<file path="src/rtl/serial_pkg.sv">
// +--------------------------------------------------------------------+
// | serial_pkg: shared types and helpers for the serial adder front end |
// | Revision: 1.0                                                       |
// +--------------------------------------------------------------------+
`default_nettype none

package serial_pkg;

  typedef enum logic [0:0] {
    IDLE  = 1'b0,
    SHIFT = 1'b1
  } state_e;

  localparam int DEFAULT_WIDTH = 8;

  function automatic int cnt_width(input int w);
    return ($clog2(w) > 1) ? $clog2(w) : 1;
  endfunction

endpackage

`default_nettype wire

</file>
<file path="src/rtl/serial_word_shifter.sv">
// +--------------------------------------------------------------------+
// | serial_word_shifter: two-row LSB-first shift register + bit counter |
// | Revision: 1.0                                                       |
// +--------------------------------------------------------------------+
`default_nettype none

module serial_word_shifter
  import serial_pkg::*;
#(
  parameter int WIDTH = DEFAULT_WIDTH
) (
  input  logic                  clk,
  input  logic                  rst,
  input  logic                  load_i,
  input  logic                  shift_i,
  input  logic [1:0][WIDTH-1:0] data_i,
  output logic [1:0]            bit0_o,
  output logic                  at_last_o
);

  localparam int            CW       = cnt_width(WIDTH);
  localparam logic [CW-1:0] LAST_CNT = CW'(WIDTH - 1);

  logic [1:0][WIDTH-1:0] sh_q, sh_d;
  logic [CW-1:0]         cnt_q, cnt_d;

  assign at_last_o = (cnt_q == LAST_CNT);
  assign bit0_o[0] = sh_q[0][0];
  assign bit0_o[1] = sh_q[1][0];

  // Load wins over shift so a reload on the final beat starts a fresh word.
  always_comb begin
    sh_d  = sh_q;
    cnt_d = cnt_q;
    if (load_i) begin
      sh_d  = data_i;
      cnt_d = '0;
    end else if (shift_i) begin
      for (int r = 0; r < 2; r++) begin
        sh_d[r] = sh_q[r] >> 1;
      end
      if (!at_last_o) begin
        cnt_d = cnt_q + 1'b1;
      end
    end
  end

  always_ff @(posedge clk) begin
    if (rst) begin
      sh_q  <= '0;
      cnt_q <= '0;
    end else begin
      sh_q  <= sh_d;
      cnt_q <= cnt_d;
    end
  end

endmodule

`default_nettype wire

</file>
<file path="src/rtl/serial_operand_feeder.sv">
// +--------------------------------------------------------------------+
// | serial_operand_feeder: parallel operand pair in, LSB-first bits out |
// | Option: SERIAL_OPERAND_FEEDER_SKID_EN adds a one-entry skid buffer  |
// | Revision: 1.0                                                       |
// +--------------------------------------------------------------------+
`default_nettype none

module serial_operand_feeder
  import serial_pkg::*;
#(
  parameter int WIDTH = DEFAULT_WIDTH
) (
  input  logic             clk,
  input  logic             rst,
  input  logic             in_vld,
  output logic             in_rdy,
  input  logic [WIDTH-1:0] in_a,
  input  logic [WIDTH-1:0] in_b,
  input  logic             out_en,
  output logic             out_vld,
  output logic             out_a,
  output logic             out_b,
  output logic             out_last
);

  state_e                state_q, state_d;
  logic                  is_shift;
  logic                  accept;
  logic                  commit_last;
  logic                  load;
  logic                  at_last;
  logic [1:0]            bit0;
  logic [1:0][WIDTH-1:0] load_data;

  assign is_shift    = (state_q == SHIFT);
  assign out_vld     = is_shift && out_en;
  assign out_a       = bit0[0];
  assign out_b       = bit0[1];
  assign out_last    = is_shift && at_last;
  assign accept      = in_vld && in_rdy;
  assign commit_last = out_vld && at_last;

`ifdef SERIAL_OPERAND_FEEDER_SKID_EN
  logic                  buf_vld_q, buf_vld_d;
  logic [1:0][WIDTH-1:0] buf_q, buf_d;
  logic                  direct;
  logic                  reload;

  assign in_rdy    = !is_shift || !buf_vld_q;
  // A pair goes straight to the shifter whenever the shifter is free at the edge.
  assign direct    = accept && (!is_shift || (commit_last && !buf_vld_q));
  assign reload    = commit_last && buf_vld_q;
  assign load      = direct || reload;
  assign load_data = reload ? buf_q : {in_b, in_a};

  always_comb begin
    buf_vld_d = buf_vld_q;
    buf_d     = buf_q;
    if (reload) begin
      buf_vld_d = 1'b0;
    end
    if (accept && !direct) begin
      buf_vld_d = 1'b1;
      buf_d     = {in_b, in_a};
    end
  end

  always_ff @(posedge clk) begin
    if (rst) begin
      buf_vld_q <= 1'b0;
      buf_q     <= '0;
    end else begin
      buf_vld_q <= buf_vld_d;
      buf_q     <= buf_d;
    end
  end
`else
  assign in_rdy    = !is_shift;
  assign load      = accept;
  assign load_data = {in_b, in_a};
`endif

  always_comb begin
    state_d = state_q;
    if (load) begin
      state_d = SHIFT;
    end else if (commit_last) begin
      state_d = IDLE;
    end
  end

  always_ff @(posedge clk) begin
    if (rst) begin
      state_q <= IDLE;
    end else begin
      state_q <= state_d;
    end
  end

  serial_word_shifter #(
    .WIDTH(WIDTH)
  ) u_shifter (
    .clk      (clk),
    .rst      (rst),
    .load_i   (load),
    .shift_i  (out_vld),
    .data_i   (load_data),
    .bit0_o   (bit0),
    .at_last_o(at_last)
  );

endmodule

`default_nettype wire
</file>
<file path="config.mk">
export PLATFORM = sky130hd
export DESIGN_NAME = serial_operand_feeder
export DESIGN_NICKNAME = d
export VERILOG_FILES = /design/src/rtl/serial_pkg.sv /design/src/rtl/serial_word_shifter.sv /design/src/rtl/serial_operand_feeder.sv
export SDC_FILE = /design/constraint.sdc
export NUM_CORES = 1
export LEC_CHECK = 0
export CORE_MARGIN = 1.5
export CORE_UTILIZATION = 30
export DETAILED_ROUTE_END_ITERATION = 7
export PLACE_DENSITY = 0.54
export SLEW_MARGIN = 40
export SYNTH_ARGS = -nofsm -noshare
export SYNTH_HDL_FRONTEND = slang
export SYNTH_SLANG_ARGS = --single-unit
</file>
<file path="constraint.sdc">
create_clock -name clk -period 1.3 [get_ports clk]
set_input_delay 0.26 -clock clk [delete_from_list [all_inputs] [get_ports clk]]
set_output_delay 0.26 -clock clk [all_outputs]
set_load 0.02 [all_outputs]
</file>
; Yosys cells after proc, flatten, opt, wreduce, memory -nomap -nowiden
; Cells that the tools add are included.
[totals]
register_bits = 20
input_bits = 20
out_inout_bits = 5
wordCells = 20
[classes]
addsub = 1
eq_ne = 1
mux = 4
bitwise_logic = 1
n_reduce_logical = 9
[ops]
columns = operator, count
row1 = $mux W16, 2
row2 = $logic_and A1 B1 Y1, 4
row3 = $reduce_bool A2 Y1, 2
row4 = $add A3 B1 Y3 const B, 1
row5 = $eq A3 B3 Y1 const B, 1
row6 = $mux W1, 2
row7 = $reduce_and A2 Y1, 1
row8 = $reduce_or A2 Y1, 1
row9 = $logic_not A1 Y1, 1
row10 = $not A1 Y1, 1

; Logic depth before layout (Yosys ltp)
; Gate-level depths: netlist of run 1.
[logic_depth]
ltp_word = 4
ltp_mapped = 6

; Hierarchy
; A second synthesis of run 1 with hierarchy kept.
[unflattened]
cells_unflattened = 91
area_unflattened_um2 = 999.7
[by_module_without_submodules]
columns = module, instances, cells_per_inst, area_per_inst_um2, seq_area_each_um2
row1 = serial_word_shifter, 1, 84, 934.6, 380.4
row2 = serial_operand_feeder, 1, 7, 65.1, 20.0

; Worst setup path after synthesis of run 1
; No wires, ideal clock.
[synth_timing]
path_type = register to register
start = register u_shifter.cnt_q[0]
end = register u_shifter.cnt_q[0]
setup_ns = 0.078
arrival_ns = 1.154
setup_slack_ns = 0.068
path_stages_with_launch = 6
path_buffers = 0
period_less_slack_ns = 1.232
cell_sequence = dfxtp_1 -> ha_1 -> ha_1 -> nand3b_1 -> xor2_1 -> nor3_1
[synth_via]
elab_chain_cells = 3
[synth_rtl]
columns = element, line
row1 = "start, declared", serial_word_shifter.sv:25  ; logic [CW-1:0] cnt_q, cnt_d;
row2 = "start signal, assigned", serial_word_shifter.sv:54  ; cnt_q <= cnt_d;
row3 = "parallel branches: the longest is 3 deep, another holds $add A3 B1 Y3", n/a
; Several ways; the timed one is not identified.
; A chain may end at the register's enable or synchronous reset.

; Worst setup path after layout of run 1
[layout_timing]
start = register u_shifter.cnt_q[1]
end = output out_last
[layout_via]
elab_chain_cells = 2
[layout_rtl]
columns = element, line
row1 = $eq A3 B3 Y1, serial_word_shifter.sv:27  ; assign at_last_o = (cnt_q == LAST_CNT);
row2 = $logic_and A1 B1 Y1, serial_operand_feeder.sv:39  ; assign out_last = is_shift && at_last;
row3 = "end, declared", serial_operand_feeder.sv:23  ; output logic out_last
; Every way passes these cells.

==> results.yml, run 1 <==
synth:
  ys_seq_area_share_pct: 46.9
  syn_nets: 119
  synth_seq_cells: 20
  avgSynthCellArea_um2: 8.80
  syn-cell-area_um2: 853
  synth_edf_count: 0
  synth-main-ff-cell: "dfxtp_1"
  async_flop_share_pct: 0
  yosysWarnings: 0
  synth_cell_types: 23
  synth_cells: 97
place:
  hpwl_um: 1320
  dpl-instance-area_mm2: 0.00117
  dp.cells: 156
  place_congestion: 0.672
  portBuffers: 24
clock_network:
  cts_buffers: 3
  h-tree-depth: 1
  cts_num_sinks: 20
  post-cts-setup-buffers: 0
  clk_path_buf_depth: 2
  cts_tree: "built"
  holdBufCountCts: 0
  insertion_delay_ns: 0.29
  root_buffer: "clkbuf_4"
  clkTransAtPathRegs_ns: 0.11
final_layout:
  design_area_mm2: 0.00123
  seq_area_um2: 407
  layout_commonest_cell: "nand2_1"
  drive_gt1_share_pct: 21.1
  layout_common_cells: "21 x nand2_1, 18 x clkdlybuf4s50_1, 17 x dfxtp_1"
  nets: 152
  num_antenna_cells: 0
  fin_cells: 159
  syn_to_final_growth_pct: 44.1
  fillerInstances: 274
  multiInputGateArea_um2: 444
global_routing:
  antenna_found_initial: 0
  grt_pass1_vias: 763
  grt_overflow: 0
  grt_usage_pct: 12.6
  grt_max_degree: 15
  grt_first_pass_wirelength_um: 3240
critical_path:
  r2r-start: "u_shifter.cnt_q[1]"
  rr_endpoint: "u_shifter.cnt_q[0]"
  critPathKind: "reg2out"
  ff2ff_path_depth: 5
  cp-start-kind: "flip-flop"
  worstSetupEndpointType: "output pin"
  worstPathArrival_ns: 1.20
  crit_start: "u_shifter.cnt_q[1]"
  crit_fanout: 2
  endpoint: "out_last"
  ff2ff_setup_slack_ns: 0.05
  crit_required_ns: 1.04
sta:
  grt_setup_unrepaired: "yes"
  tightestPinTransition_ns: 0.222
  maxSlewViolCount: 0
  fin_crit_sh_pct: 112
  hold_viol: 0
  relSlewSlack_pct: 85.1
  skew_ns: 0.000349
  setup_violations: 1
  max_freq_ghz: 0.686
  period_minus_slack_ns: 1.46
  fin_ws_ns: -0.157
hold_path:
  hold_path.class: "in2reg"
drt:
  totalWireLength_um: 1860
  wl_per_cell_um: 11.7
  dr.first_iter.drc_count: 25
  vias: 767
  avgViaCountPerCell: 4.82
  drc: 0
  dr.pass1.iters: 5
  ant_nets: 0
power:
  peakVddDrop_mv: 0.484
  p_per_area_mw_per_mm2: 964
  leakagePower_nw: 0.487
status:
  violations: "negative setup slack"
  outcome: "finished with violations"
die:
  dieArea_mm2: 0.00317
  io_pins: 25
  start_util_pct: 31.2
  core.rowCount: 19
  core-area_mm2: 0.00273
  die_x_um: 56.3
  die_h_um: 56.3
job:
  drv_cap: 0
[synth_stat cells, drive strengths merged (2+ instances only)]
library cell,count,area (um^2)
nor2,10,37.5
dfxtp,20,400
nor3,3,15.0
a21oi,7,35.0
ha,2,25.0
mux2i,3,33.8
buf,4,31.3
a22oi,9,67.6
clkbuf,2,7.51
a311oi,7,61.3
nand2,22,85.1
[critical path, stage by stage, from the launching register on]
cell,delay (ns)
dfxtp_2,0.35
ha_4,0.16
ha_4,0.14
and2_4,0.13
buf_6,0.12
[area by class of cell]
cell class              count  area share (%)
repair buffers             34            25.1
inverters                   2           0.712
clock buffers               3            1.83
well taps                  31            3.15
multi-input cells          69            36.1
flip-flops and latches     20            33.1
[worst min-delay path by stage]
| stage | start | end | slack, ns | depth (start not counted) |
|---|---|---|---|---|
| final | out_en | is_shift | 0.31 | 3 |
| after global routing | out_en | is_shift | 0.30 | 3 |
| after CTS | u_shifter.sh_q[14] | u_shifter.sh_q[14] | 0.46 | 2 |
| after detailed placement | u_shifter.sh_q[14] | u_shifter.sh_q[14] | 0.45 | 2 |
| after global placement | u_shifter.sh_q[3] | u_shifter.sh_q[3] | 0.45 | 2 |
| after floorplan | out_en | is_shift | 0.36 | 1 |
[per-layer routing]
metal  vias up  wire length, um  global-route usage, %
met5         -                0                      0
li1        406                -                      -
met2        19              873                   21.7
met1       340              877                   15.7
met3         2               89                   2.53
met4         0               17                   4.08
[per-stage QoR]
| stage | hold WS [ns] | setup TNS [ns] | power (W) | setup slack (ns) | util (%) |
|---|---|---|---|---|---|
| after global placement | 0.446 | -3.91 | 0.000910 | -0.466 | 42.7 |
| final | 0.314 | -0.157 | 0.00119 | -0.157 | 45.0 |
| after floorplan | 0.356 | 0 | 0.000796 | 0.0680 | - |
| after CTS | 0.464 | -0.218 | 0.00120 | -0.218 | 43.7 |
| after detailed placement | 0.448 | -4.19 | 0.000914 | -0.465 | 42.7 |
| after global routing | 0.303 | -0.301 | 0.00125 | -0.203 | 45.0 |
[flip-flops by register name, indices dropped and copies added, names as in the netlist]
register	cells
u_shifter.cnt_q	3
is_shift	1
u_shifter.bit0_o	2
u_shifter.sh_q	14
[power by group]
group          internal, W  switching [W]  total (W)  leakage, nW
clock             0.000108       0.000180   0.000288       0.0138
combinational     0.000123       0.000101   0.000224        0.307
sequential        0.000651      0.0000228   0.000674        0.166
[cell families (layout without fill, tap and decap cells)]
kind of cell / Yosys count / in the layout / synth area share, %
flops: 20 / 20 / 46.9
mux: 3 / 3 / 3.96
simple gates: 39 / 39 / 19.5
fa+ha+maj: 2 / 2 / 2.93
xor+xnor: 1 / 1 / 1.03
buf+inv: 8 / 39 / 5.57
compound gates: 24 / 24 / 20.1
[timing repair]
action / 4_1_cts / 5_1_grt
gates cloned: 0 / 0
gates resized for setup: 23 / 6
setup endpoints to repair: 11 / 8
hold endpoints to repair: 0 / 0
pin swaps: 0 / 2
Power figures use the tool's default switching activity.
==> run 2: changes to the inputs <==
--- a/config.mk
+++ b/config.mk
@@ -6,9 +6,10 @@
 export NUM_CORES = 1
 export LEC_CHECK = 0
 export CORE_MARGIN = 1.5
-export CORE_UTILIZATION = 30
+export CORE_UTILIZATION = 45
+export CTS_CLUSTER_DIAMETER = 100
 export DETAILED_ROUTE_END_ITERATION = 7
-export PLACE_DENSITY = 0.54
+export PLACE_DENSITY = 0.74
 export SLEW_MARGIN = 40
 export SYNTH_ARGS = -nofsm -noshare
 export SYNTH_HDL_FRONTEND = slang
==> constraint.sdc (replaced) <==
create_clock -name clk -period 1.6 [get_ports clk]
set_input_delay 0.32 -clock clk [delete_from_list [all_inputs] [get_ports clk]]
set_output_delay 0.32 -clock clk [all_outputs]
set_load 0.02 [all_outputs]
==> results.yml, run 2 (synthesis gave the netlist of run 1 again) <==
critical_path:
  worstPathArrival_ns: 1.22
  crit_buf_inv: 1
  cp_common_cell: "ha_2"
  crit_required_ns: 1.28
  crit_family: "flip-flops"
  crit_slowest_cell: "dfxtp_2"
  worstPathCellList: "ha_2, ha_2, and2_4, buf_6"
  cp-start-kind: "flip-flop"
  crit_fanout: 2
  slowest_delay_ns: 0.33
  worstSetupEndpointType: "output pin"
  critPathKind: "reg2out"
place:
  dpl-instance-area_mm2: 0.00114
  portBuffers: 24
  hpwl_um: 1330
  place_congestion: 0.700
  post-place-ws_ns: -0.274
drt:
  vias: 793
  wl_per_cell_um: 12.2
  totalWireLength_um: 1830
  met2_length_um: 935
  wl_met1_um: 778
  ant_nets: 0
  dr.pass1.iters: 4
  avgViaCountPerCell: 5.29
  highest_layer: "met4"
  drc: 0
  dr.first_iter.drc_count: 13
  wl_met3_um: 101
hold_path:
  hold_path.class: "reg2reg"
global_routing:
  grt_overflow: 0
  antenna_found_initial: 0
  grt_usage_pct: 19.4
  grt_first_pass_wirelength_um: 2950
  grt_max_degree: 21
  grt_pass1_vias: 689
final_layout:
  num_antenna_cells: 0
  drive_gt1_share_pct: 16.8
  largest_reg_flops: 14
  largest_register: "u_shifter.sh_q"
  layout_commonest_cell: "nand2_1"
  design_area_mm2: 0.00117
  layout_common_cells: "21 x nand2_1, 20 x clkdlybuf4s50_1, 18 x dfxtp_1"
  syn_to_final_growth_pct: 37.0
  nets: 149
power:
  peakVddDrop_mv: 0.451
  combPwrFrac_pct: 18.3
  p_per_area_mw_per_mm2: 808
  p_sw_share_pct: 24.7
  internal-power_w: 0.000711
  p_total_w: 0.000944
  power_frac_seq_pct: 58.1
  leakagePower_nw: 0.466
  p_clk_share_pct: 23.6
  power_switching_w: 0.000233
sta:
  grt_setup_unrepaired: "no"
  period_minus_slack_ns: 1.54
  max_freq_ghz: 0.648
  fin_crit_sh_pct: 96.4
  setup_tns_ns: 0
  hold_viol: 0
  tightestPinTransition_ns: 0.251
  relSlewSlack_pct: 83.1
  skew_ns: 0.00711
  setup_violations: 0
  fin_ws_ns: 0.0569
  maxSlewViolCount: 0
status:
  outcome: "completed"
die:
  core-area_mm2: 0.00175
  die_x_um: 46.5
  start_util_pct: 48.9
  die_h_um: 46.5
  core.rowCount: 15
  io_pins: 25
  dieArea_mm2: 0.00217
clock_network:
  cts_buffers: 3
  cts_num_sinks: 20
  post-cts-setup-buffers: 0
  insertion_delay_ns: 0.28
  h-tree-depth: 1
  clk_path_buf_depth: 2
  root_buffer: "clkbuf_4"
  clkTransAtPathRegs_ns: 0.11
  cts_tree: "built"
job:
  drv_cap: 0
==> run 2: worst min-delay path: cells and delay by family, from the launching register on <==
family           cells  cell delay [ns]
AO/OA/AOI/OAI        1             0.05
flip-flops           1             0.32
AND/OR/NAND/NOR      1             0.05
==> run 2: worst paths after layout <==
path,start,endpoint,slack (ns),cells after the start
worst max-delay path,u_shifter.cnt_q[0],out_last,0.06,4
worst min-delay path,u_shifter.bit0_o[0],u_shifter.bit0_o[0],0.46,2
worst max register to register,u_shifter.cnt_q[0],u_shifter.cnt_q[0],0.31,5
worst min register to register,u_shifter.bit0_o[0],u_shifter.bit0_o[0],0.46,2
==> run 2: layer usage <==
layer	GRT usage, %	vias to the layer above
met5	0	-
met2	34.7	23
met1	22.6	366
met3	3.92	2
li1	-	402
met4	6.86	0
==> run 2: power groups by stage <==
stage	sequential, W	clock [W]	combinational, W
after CTS	0.000548	0.000235	0.000175
after floorplan	0.000556	0	0.0000903
after global placement	0.000557	0	0.000173
after global routing	0.000553	0.000254	0.000191
final	0.000549	0.000223	0.000173
after detailed placement	0.000559	0	0.000177
==> run 2: stage by stage <==
step                hold slack [ns]  util (%)  std cells
finish                        0.462      67.0        150
global route                  0.485      67.0        150
CTS                           0.465      66.2        150
detailed placement            0.450      65.2        147
global placement              0.443      65.2        147
floorplan                     0.416         -         97
==> run 2: area by class of cell <==
cell class,count,area (um^2)
fill,163,577
multi-input combinational,69,413
sequential,20,403
timing repair buffer,31,290
tap,25,31.3
clock buffer,3,22.5
inverter,2,8.76
==> run 2: timing repair <==
item,in CTS,in global routing
resized for setup,8,8
hold buffers,0,0
endpoints found under the hold margin,0,0
endpoints found under the setup margin,3,3
==> run 3: changes to the inputs <==
--- a/config.mk
+++ b/config.mk
@@ -9,8 +9,10 @@
 export CORE_UTILIZATION = 45
 export CTS_CLUSTER_DIAMETER = 100
 export DETAILED_ROUTE_END_ITERATION = 7
+export GPL_TIMING_DRIVEN = 0
 export PLACE_DENSITY = 0.74
 export SLEW_MARGIN = 40
 export SYNTH_ARGS = -nofsm -noshare
 export SYNTH_HDL_FRONTEND = slang
 export SYNTH_SLANG_ARGS = --single-unit
+export TNS_END_PERCENT = 50
==> results.yml, run 3 (synthesis gave the netlist of run 1 again) <==
status:
  outcome: "completed"
hold_path:
  hold_start: "rst"
  min_to: "u_shifter.sh_q[15]"
  hold_path.class: "in2reg"
  min_path_cells: 2
sta:
  relSlewSlack_pct: 66.2
  grt_setup_unrepaired: "yes"
  skew_ns: 0.00109
  period_minus_slack_ns: 1.56
  hold_viol: 0
  maxSlewViolCount: 0
  tightestPinTransition_ns: 0.496
  max_freq_ghz: 0.641
  setup_violations: 0
  fin_crit_sh_pct: 97.5
  setup_tns_ns: 0
die:
  start_util_pct: 48.9
  core.rowCount: 15
  io_pins: 25
  dieArea_mm2: 0.00217
  die_h_um: 46.5
  core-area_mm2: 0.00175
  die_x_um: 46.5
final_layout:
  fillerInstances: 155
  largest_register: "u_shifter.sh_q"
  fin_cells: 150
  syn_to_final_growth_pct: 38.7
  num_antenna_cells: 0
  largest_reg_flops: 14
  layout_common_cells: "21 x nand2_1, 19 x dfxtp_1, 17 x clkdlybuf4s50_1"
  layout_commonest_cell: "nand2_1"
  drive_gt1_share_pct: 15.2
  finish.utilization_pct: 67.8
  nets: 149
power:
  p_total_w: 0.000952
  leakagePower_nw: 0.480
  peakVddDrop_mv: 0.652
  p_per_area_mw_per_mm2: 804
clock_network:
  cts_tree: "built"
  cts_num_sinks: 20
  insertion_delay_ns: 0.29
  clk_path_buf_depth: 2
  root_buffer: "clkbuf_4"
  cts_buffers: 3
  h-tree-depth: 1
  clkTransAtPathRegs_ns: 0.10
drt:
  dr.pass1.iters: 4
  wl_per_cell_um: 12.3
  ant_nets: 0
  dr.first_iter.drc_count: 11
  avgViaCountPerCell: 5.24
  totalWireLength_um: 1850
  drc: 0
  vias: 786
critical_path:
  r2r-start: "is_shift"
  worstPathArrival_ns: 1.24
  crit_fanout: 2
  critPathKind: "reg2out"
  worstSetupEndpointType: "output pin"
  ff2ff_path_depth: 5
  rr_endpoint: "u_shifter.bit0_o[0]"
  crit_required_ns: 1.28
  crit_start: "u_shifter.cnt_q[0]"
  cp-start-kind: "flip-flop"
  ff2ff_setup_slack_ns: 0.20
global_routing:
  grt_usage_pct: 18.9
  grt_pass1_vias: 675
  grt_overflow: 0
  antenna_found_initial: 0
  grt_first_pass_wirelength_um: 2870
  grt_max_degree: 11
place:
  place_congestion: 0.694
  portBuffers: 23
  dp.cells: 145
  hpwl_um: 1330
job:
  drv_cap: 0
==> run 3: cell types whose count changed in the layout (fill, tap and decap cells not counted), sizes merged <==
cell	previous run	this run
clkbuf	4	5
dlygate4sd2	1	2
dlymetal6s2s	1	2
clkdlybuf4s50	20	17
==> run 3: report_power, final <==
group | internal, W | switching [W] | total (W) | leakage, nW
combinational | 0.0000946 | 0.0000869 | 0.000181 | 0.301
sequential | 0.000529 | 0.0000161 | 0.000545 | 0.165
clock | 0.0000874 | 0.000138 | 0.000225 | 0.0138
total | 0.000711 | 0.000241 | 0.000952 | 0.480
==> run 3: per-stage QoR <==
step	setup WS, ns	area (um^2)	hold slack [ns]
final	0.0398	1180	0.422
after global routing	-0.00494	1180	0.425
after CTS	-0.0343	1140	0.422
after detailed placement	-0.625	1110	0.451
after global placement	-0.625	1110	0.444
after floorplan	0.368	853	0.416
==> run 3: area by class of cell <==
class,instances,area (um^2),area share [%]
Multi-Input combinational cell,69,427,36.0
Inverter,2,12.5,1.06
Sequential cell,20,402,33.9
Buffer,6,42.5,3.59
Timing Repair Buffer,25,246,20.8
Tap cell,25,31.3,2.64
Clock buffer,3,22.5,1.90
==> run 3: worst max-delay path by stage <==
stage	end	cells past startpoint
after floorplan	u_shifter.cnt_q[0]	5
after global placement	out_vld	5
after detailed placement	out_vld	5
after CTS	out_last	4
after global routing	out_last	4
final	out_last	4
==> run 3: routing by layer <==
layer | track usage [%] | vias to the layer above | part of all wire (%)
met3 | 3.53 | 2 | 5.7
met4 | 6.86 | 0 | 0.76
met1 | 21.5 | 359 | 44
met2 | 34.4 | 23 | 49
li1 | - | 402 | -
met5 | 0 | - | 0
==> run 3: what timing repair did <==
item	CTS	global route
resized for setup	14	9
setup buffers	0	2
hold buffers	0	0
setup endpoints to repair	3	4
gates cloned	0	0
==> run 3: critical path: stages (launching register included) <==
cell,delay (ns)
dfxtp_2,0.34
ha_2,0.17
ha_2,0.16
and2_4,0.15
buf_6,0.12
